$ cat src/rtl/alu_ctrl_pkg.sv
// Shared encodings and types for the ALU control sequencer.
package alu_ctrl_pkg;

    localparam int unsigned ALU_OP_W = 2;
    localparam int unsigned FUNCT_W  = 6;
    localparam int unsigned SIG_W    = 3;
    localparam int unsigned SEL_W    = 2;
    localparam int unsigned CNT_W    = 5;

    // Main-control classes
    localparam logic [ALU_OP_W-1:0] OP_ADD   = 2'b00;
    localparam logic [ALU_OP_W-1:0] OP_SUB   = 2'b01;
    localparam logic [ALU_OP_W-1:0] OP_RTYPE = 2'b10;
    localparam logic [ALU_OP_W-1:0] OP_ILL   = 2'b11;

    // R-type function fields
    localparam logic [FUNCT_W-1:0] F_SHIFT = 6'd0;
    localparam logic [FUNCT_W-1:0] F_MFHI  = 6'd16;
    localparam logic [FUNCT_W-1:0] F_MFLO  = 6'd18;
    localparam logic [FUNCT_W-1:0] F_MULTU = 6'd25;
    localparam logic [FUNCT_W-1:0] F_ADD   = 6'd32;
    localparam logic [FUNCT_W-1:0] F_SUB   = 6'd34;
    localparam logic [FUNCT_W-1:0] F_AND   = 6'd36;
    localparam logic [FUNCT_W-1:0] F_OR    = 6'd37;
    localparam logic [FUNCT_W-1:0] F_SLT   = 6'd42;

    // ALU operation codes
    localparam logic [SIG_W-1:0] SIG_AND = 3'b000;
    localparam logic [SIG_W-1:0] SIG_OR  = 3'b001;
    localparam logic [SIG_W-1:0] SIG_ADD = 3'b010;
    localparam logic [SIG_W-1:0] SIG_SUB = 3'b110;
    localparam logic [SIG_W-1:0] SIG_SLT = 3'b111;

    // Result source select
    localparam logic [SEL_W-1:0] SEL_ALU   = 2'b00;
    localparam logic [SEL_W-1:0] SEL_SHIFT = 2'b01;
    localparam logic [SEL_W-1:0] SEL_HI    = 2'b10;
    localparam logic [SEL_W-1:0] SEL_LO    = 2'b11;

    // Last count value of the multiply phase (32 cycles: 0..31)
    localparam logic [CNT_W-1:0] CNT_LAST = 5'd31;

    typedef enum logic [1:0] {
        ST_IDLE = 2'b00,
        ST_MULT = 2'b01,
        ST_DONE = 2'b10
    } state_t;

    // Decoded instruction payload
    typedef struct packed {
        logic [SIG_W-1:0] alu_sig;
        logic [SEL_W-1:0] mux_sel;
        logic             is_multu;
        logic             is_hilo;
        logic             illegal;
    } decode_t;

endpackage

$ cat src/rtl/alu_funct_decode.sv
// Combinational main-control / funct decode into ALU and result-source controls.
module alu_funct_decode
    import alu_ctrl_pkg::*;
(
    input  logic                valid,
    input  logic [ALU_OP_W-1:0] alu_op,
    input  logic [FUNCT_W-1:0]  funct,
    output decode_t             dec
);

    // Decode the instruction class; unsupported encodings leave defaults and flag illegal
    always_comb begin
        dec          = '0;
        dec.alu_sig  = SIG_ADD;
        dec.mux_sel  = SEL_ALU;
        if (valid) begin
            case (alu_op)
                OP_ADD: dec.alu_sig = SIG_ADD;
                OP_SUB: dec.alu_sig = SIG_SUB;
                OP_RTYPE: begin
                    case (funct)
                        F_ADD:   dec.alu_sig  = SIG_ADD;
                        F_SUB:   dec.alu_sig  = SIG_SUB;
                        F_AND:   dec.alu_sig  = SIG_AND;
                        F_OR:    dec.alu_sig  = SIG_OR;
                        F_SLT:   dec.alu_sig  = SIG_SLT;
                        F_SHIFT: dec.mux_sel  = SEL_SHIFT;
                        F_MFHI: begin
                            dec.mux_sel = SEL_HI;
                            dec.is_hilo = 1'b1;
                        end
                        F_MFLO: begin
                            dec.mux_sel = SEL_LO;
                            dec.is_hilo = 1'b1;
                        end
                        F_MULTU: dec.is_multu = 1'b1;
                        default: dec.illegal  = 1'b1;
                    endcase
                end
                default: dec.illegal = 1'b1;
            endcase
        end
    end

endmodule

$ cat src/rtl/alu_control_seq.sv
// ALU control with a 32-cycle multiply sequencer and HI/LO hazard stall.
module alu_control_seq
    import alu_ctrl_pkg::*;
(
    input  logic                clk,
    input  logic                rst,
    input  logic                valid,
    input  logic [ALU_OP_W-1:0] alu_op,
    input  logic [FUNCT_W-1:0]  funct,
    output logic [SIG_W-1:0]    alu_sig,
    output logic [SEL_W-1:0]    mux_sel,
    output logic                mult_start,
    output logic                hilo_we,
    output logic                stall,
    output logic                busy,
    output logic                illegal
);

    decode_t            dec;
    state_t             state;
    state_t             state_nxt;
    logic [CNT_W-1:0]   count;
    logic [CNT_W-1:0]   count_nxt;
    logic               hazard;

    alu_funct_decode u_decode (
        .valid  (valid),
        .alu_op (alu_op),
        .funct  (funct),
        .dec    (dec)
    );

    // Instructions that need the multiplier or its HI/LO result
    assign hazard = dec.is_multu | dec.is_hilo;

    // State and multiply-cycle counter
    always_ff @(posedge clk or posedge rst) begin
        if (rst) begin
            state <= ST_IDLE;
            count <= '0;
        end else begin
            state <= state_nxt;
            count <= count_nxt;
        end
    end

    // Next state and control outputs; reset masks the pulses immediately
    always_comb begin
        state_nxt  = state;
        count_nxt  = count;
        alu_sig    = dec.alu_sig;
        mux_sel    = dec.mux_sel;
        illegal    = dec.illegal;
        mult_start = 1'b0;
        hilo_we    = 1'b0;
        stall      = 1'b0;
        busy       = 1'b0;
        case (state)
            ST_IDLE: begin
                if (dec.is_multu) begin
                    mult_start = 1'b1;
                    state_nxt  = ST_MULT;
                    count_nxt  = '0;
                end
            end
            ST_MULT: begin
                busy      = 1'b1;
                stall     = hazard;
                count_nxt = count + CNT_W'(1);
                if (count == CNT_LAST) begin
                    state_nxt = ST_DONE;
                end
            end
            ST_DONE: begin
                busy      = 1'b1;
                hilo_we   = 1'b1;
                stall     = hazard;
                state_nxt = ST_IDLE;
            end
            default: begin
                state_nxt = ST_IDLE;
                count_nxt = '0;
            end
        endcase
        if (rst) begin
            mult_start = 1'b0;
            hilo_we    = 1'b0;
            stall      = 1'b0;
            busy       = 1'b0;
        end
    end

endmodule
$ cat config.mk
export PLATFORM = sky130hd
export DESIGN_NAME = alu_control_seq
export DESIGN_NICKNAME = d
export VERILOG_FILES = /design/src/rtl/alu_ctrl_pkg.sv /design/src/rtl/alu_funct_decode.sv /design/src/rtl/alu_control_seq.sv
export SDC_FILE = /design/constraint.sdc
export NUM_CORES = 1
export LEC_CHECK = 0
export ABC_CLOCK_PERIOD_IN_PS = 1450
export CAP_MARGIN = 30
export CORE_MARGIN = 2
export CORE_UTILIZATION = 28
export CTS_CLUSTER_SIZE = 24
export DETAILED_ROUTE_END_ITERATION = 10
export HOLD_SLACK_MARGIN = 0.05
export MAX_ROUTING_LAYER = met4
export PLACE_DENSITY = 0.51
export SLEW_MARGIN = 20
export SYNTH_ARGS = -nofsm -noshare
export SYNTH_HDL_FRONTEND = slang
export SYNTH_SLANG_ARGS = --single-unit
$ cat constraint.sdc
create_clock -name clk -period 1.45 [get_ports clk]
set_input_delay 0.2175 -clock clk [delete_from_list [all_inputs] [get_ports clk]]
set_output_delay 0.2175 -clock clk [all_outputs]
set_load 0.02 [all_outputs]
==> results of run 1 <==
worst max-delay path, cell delays in order, from the launching register on:
cell	delay (ns)
dfrtp_1	0.37
inv_2	0.06
ha_4	0.25
nor2b_4	0.12
o21a_1	0.13
buf_6	0.11
where the power goes:
group	total [uW]	internal [uW]	switching [uW]
Sequential	279	246	33.3
Combinational	788	450	338
Clock	174	105	69.4
Total	1240	800	441
final cells by class:
| cell class | instances | area (um2) |
|---|---|---|
| sequential | 7 | 175.2 |
| multi-input combinational | 62 | 578.1 |
| timing repair buffer | 53 | 401.6 |
| tap | 30 | 37.54 |
| inverter | 11 | 41.29 |
| clock buffer | 4 | 26.28 |
| fill | 232 | 1172 |
cell usage in the layout, fill, tap and decap left out, types with 5 or more instances in the layout:
master	instances
buf_6	7
nand3_1	5
ha_1	5
nand2_1	5
dfrtp_1	7
buf_2	11
nor2_2	5
inv_1	7
buf_4	33
sequential cells by signal, indices dropped and copies added, names as in the netlist:
name,count
count,5
state,2
layer usage:
layer / track usage [%] / vias up / wire (um)
met5: - / - / 0
met4: 0 / 0 / 0
met3: 5.000 / 0 / 66
met2: 25.00 / 15 / 945
met1: 16.31 / 363 / 799
li1: - / 399 / -
worst paths after layout:
path                          start  endpoint  slack (ns)  cells after the start
max                        state[0]     stall       -0.06                      5
min                             rst  state[1]        0.39                      3
max reg2reg                state[0]  count[2]        0.03                      7
min reg2reg                count[3]  count[3]        0.54                      1
max in group asynchronous       rst  count[0]        0.93                      3
min in group clk           count[3]  count[3]        0.54                      1
per-stage QoR:
step / cell area (um2) / util, % / hold WS (ns) / power (uW)
2_1_floorplan: 728.2 / - / 0.02613 / 666.6
3_3_place_gp: 1165 / 47.89 / 0.5163 / 955.9
3_5_place_dp: 1165 / 47.89 / 0.5268 / 969.9
4_1_cts: 1250 / 51.39 / 0.3799 / 1243
5_1_grt: 1260 / 51.80 / 0.3963 / 1351
6_report: 1260 / 51.80 / 0.3889 / 1241
cells by family after synthesis:
family          Yosys count  share of synthesized area (%)
xor+xnor                  1                          1.246
flops                     7                          24.91
buf+inv                  12                          7.473
fa+ha+maj                 9                          16.01
simple gates             34                          28.12
compound gates           13                          14.77
mux                       5                          7.473
repair_timing:
action                                  CTS  global route
hold endpoints to repair                  0             0
pin swaps                                10             5
resized for setup                        95            10
gates cloned                              0             0
buffers inserted                          5             1
endpoints found under the setup margin   17            12
==> key figures, run 1 <==
Timing
  – Worst Max-Slew Pin Slew: 0.2301 ns
  – Worst slew margin: between 80% and 90%
  – Setup violations, final: 2
  – Crit path time final: about 1.5 ns
  – Setup Skew: between 0.005 and 0.006 ns
  – Setup WS post-layout: -0.06256 ns
  – Final Hold Violating Endpoints: 0
  – Final Cycle Share: 104.3%
  – Setup_tns: -0.1029 ns
  – FMAX: about 660 MHz
  – RSZ-0062 raised after global routing: yes
  – Final slew viol count: 0

Floorplan
  – Die H: approximately 54 um
  – Cell Rows: 18
  – Die area: 2928 um2
  – Core Area: around 2400 um2
  – Initial cell density of the core: between 20 and 30%
  – Die W: between 50 and 60 um
  – IO Pins: 21

Placed design
  – DP Cell Count: roughly 160
  – Pre-CTS setup slack: -0.8245 ns
  – Port Buffers: 20
  – Final GP Congestion: 0.6907
  – Post-DP HPWL: approximately 1500 um

Setup path
  – Critical path startpoint category: flip-flop
  – Critical Path AT: around 1.3 ns
  – Worst setup EP type: primary output
  – Crit path max fanout: 2
  – WP data required: ~1.2 ns
  – Crit path kind: reg2out

Drt
  – Via count: a little under 800
  – Vias per std cell: around 4.7
  – Total routed wirelength: between 1500 and 2000 um
  – Final ANT Viol Nets: 0
  – Drc violations: 0
  – Initial DRC Count: 6
  – Wire per inst: approximately 11 um
  – First-pass DRT Iterations: 4

Finish
  – Area Growth Syn to Fin: 79.18%
  – Layout cells sized above 1: a little under three fifths
  – Fin nets: about 160
  – Fin cells: 167
  – # diodes: 0

Global routing
  – Gr usage total: 14.12%
  – First-pass GRT wire length: 2946 um
  – Initial antenna violation count: 0
  – Grt total ovfl: 0
  – Pin count of the biggest net entering global routing: 8
  – Vias in the first global route: 726

Yosys
  – Yosys reg bits: 7
  – Netlist cell types: 29
  – Most frequent cell after synthesis: inv_1
  – Mapped cell area: 703.2 um2
  – Sequential fraction of the synthesis area: between 20% and 30%
  – Post-synth ARST share: 100.0%
  – Syn_nets: between 100 and 150
  – Mean Syn Cell Area: just under 9 um2
  – Cell accounting for the most synthesized area: dfrtp_1
  – Area contributors post-synth: dfrtp_1 (25%), ha_1 (16%), inv_1 (5.9%)
  – Post-synth EDFFs: 0
  – Main flop type after synthesis: dfrtp_1
  – YS warnings: 0
  – Synth Instances: 81
  – Synth top area share: between 20 and 25%
  – Post-synth top cells: inv_1 (11), ha_1 (9), nor2_1 (9)

Clock tree
  – Clock Pin Slew Worst Setup and Hold Paths: 0.05 ns
  – Clock root cell: clkbuf_4
  – Clock Tree Buf Depth: 2
  – Clock Latency Late Sink: approximately 0.25 ns
  – Num CTS Buffers: 3
  – Clock Sinks: 7
  – Max H-tree Level: 1
  – CTS Hold Buffers Added: 0
  – TritonCTS clock tree: built

Worst hold path
  – Hold Crit Class: in2async

Power
  – Pwr Density: between 900 and 1000 nW/um2
  – Maximum VDD drop: ~0.00072 V
  – P_leak: about 0.00063 uW

Run status
  – Failing checks: setup timing
  – Status: finished, violations left

Run
  – # Max-Cap Violations: 0
(Power assumes the default switching activity.)
==> inputs of run 2 (changes only) <==
--- a/config.mk
+++ b/config.mk
@@ -11,7 +11,7 @@
 export CORE_UTILIZATION = 28
 export CTS_CLUSTER_SIZE = 24
 export DETAILED_ROUTE_END_ITERATION = 10
-export HOLD_SLACK_MARGIN = 0.05
+export HOLD_SLACK_MARGIN = 0.03
 export MAX_ROUTING_LAYER = met4
 export PLACE_DENSITY = 0.51
 export SLEW_MARGIN = 20
==> results of run 2 <==
No change in the layout: final DEF, timing and power equal those of run 1.
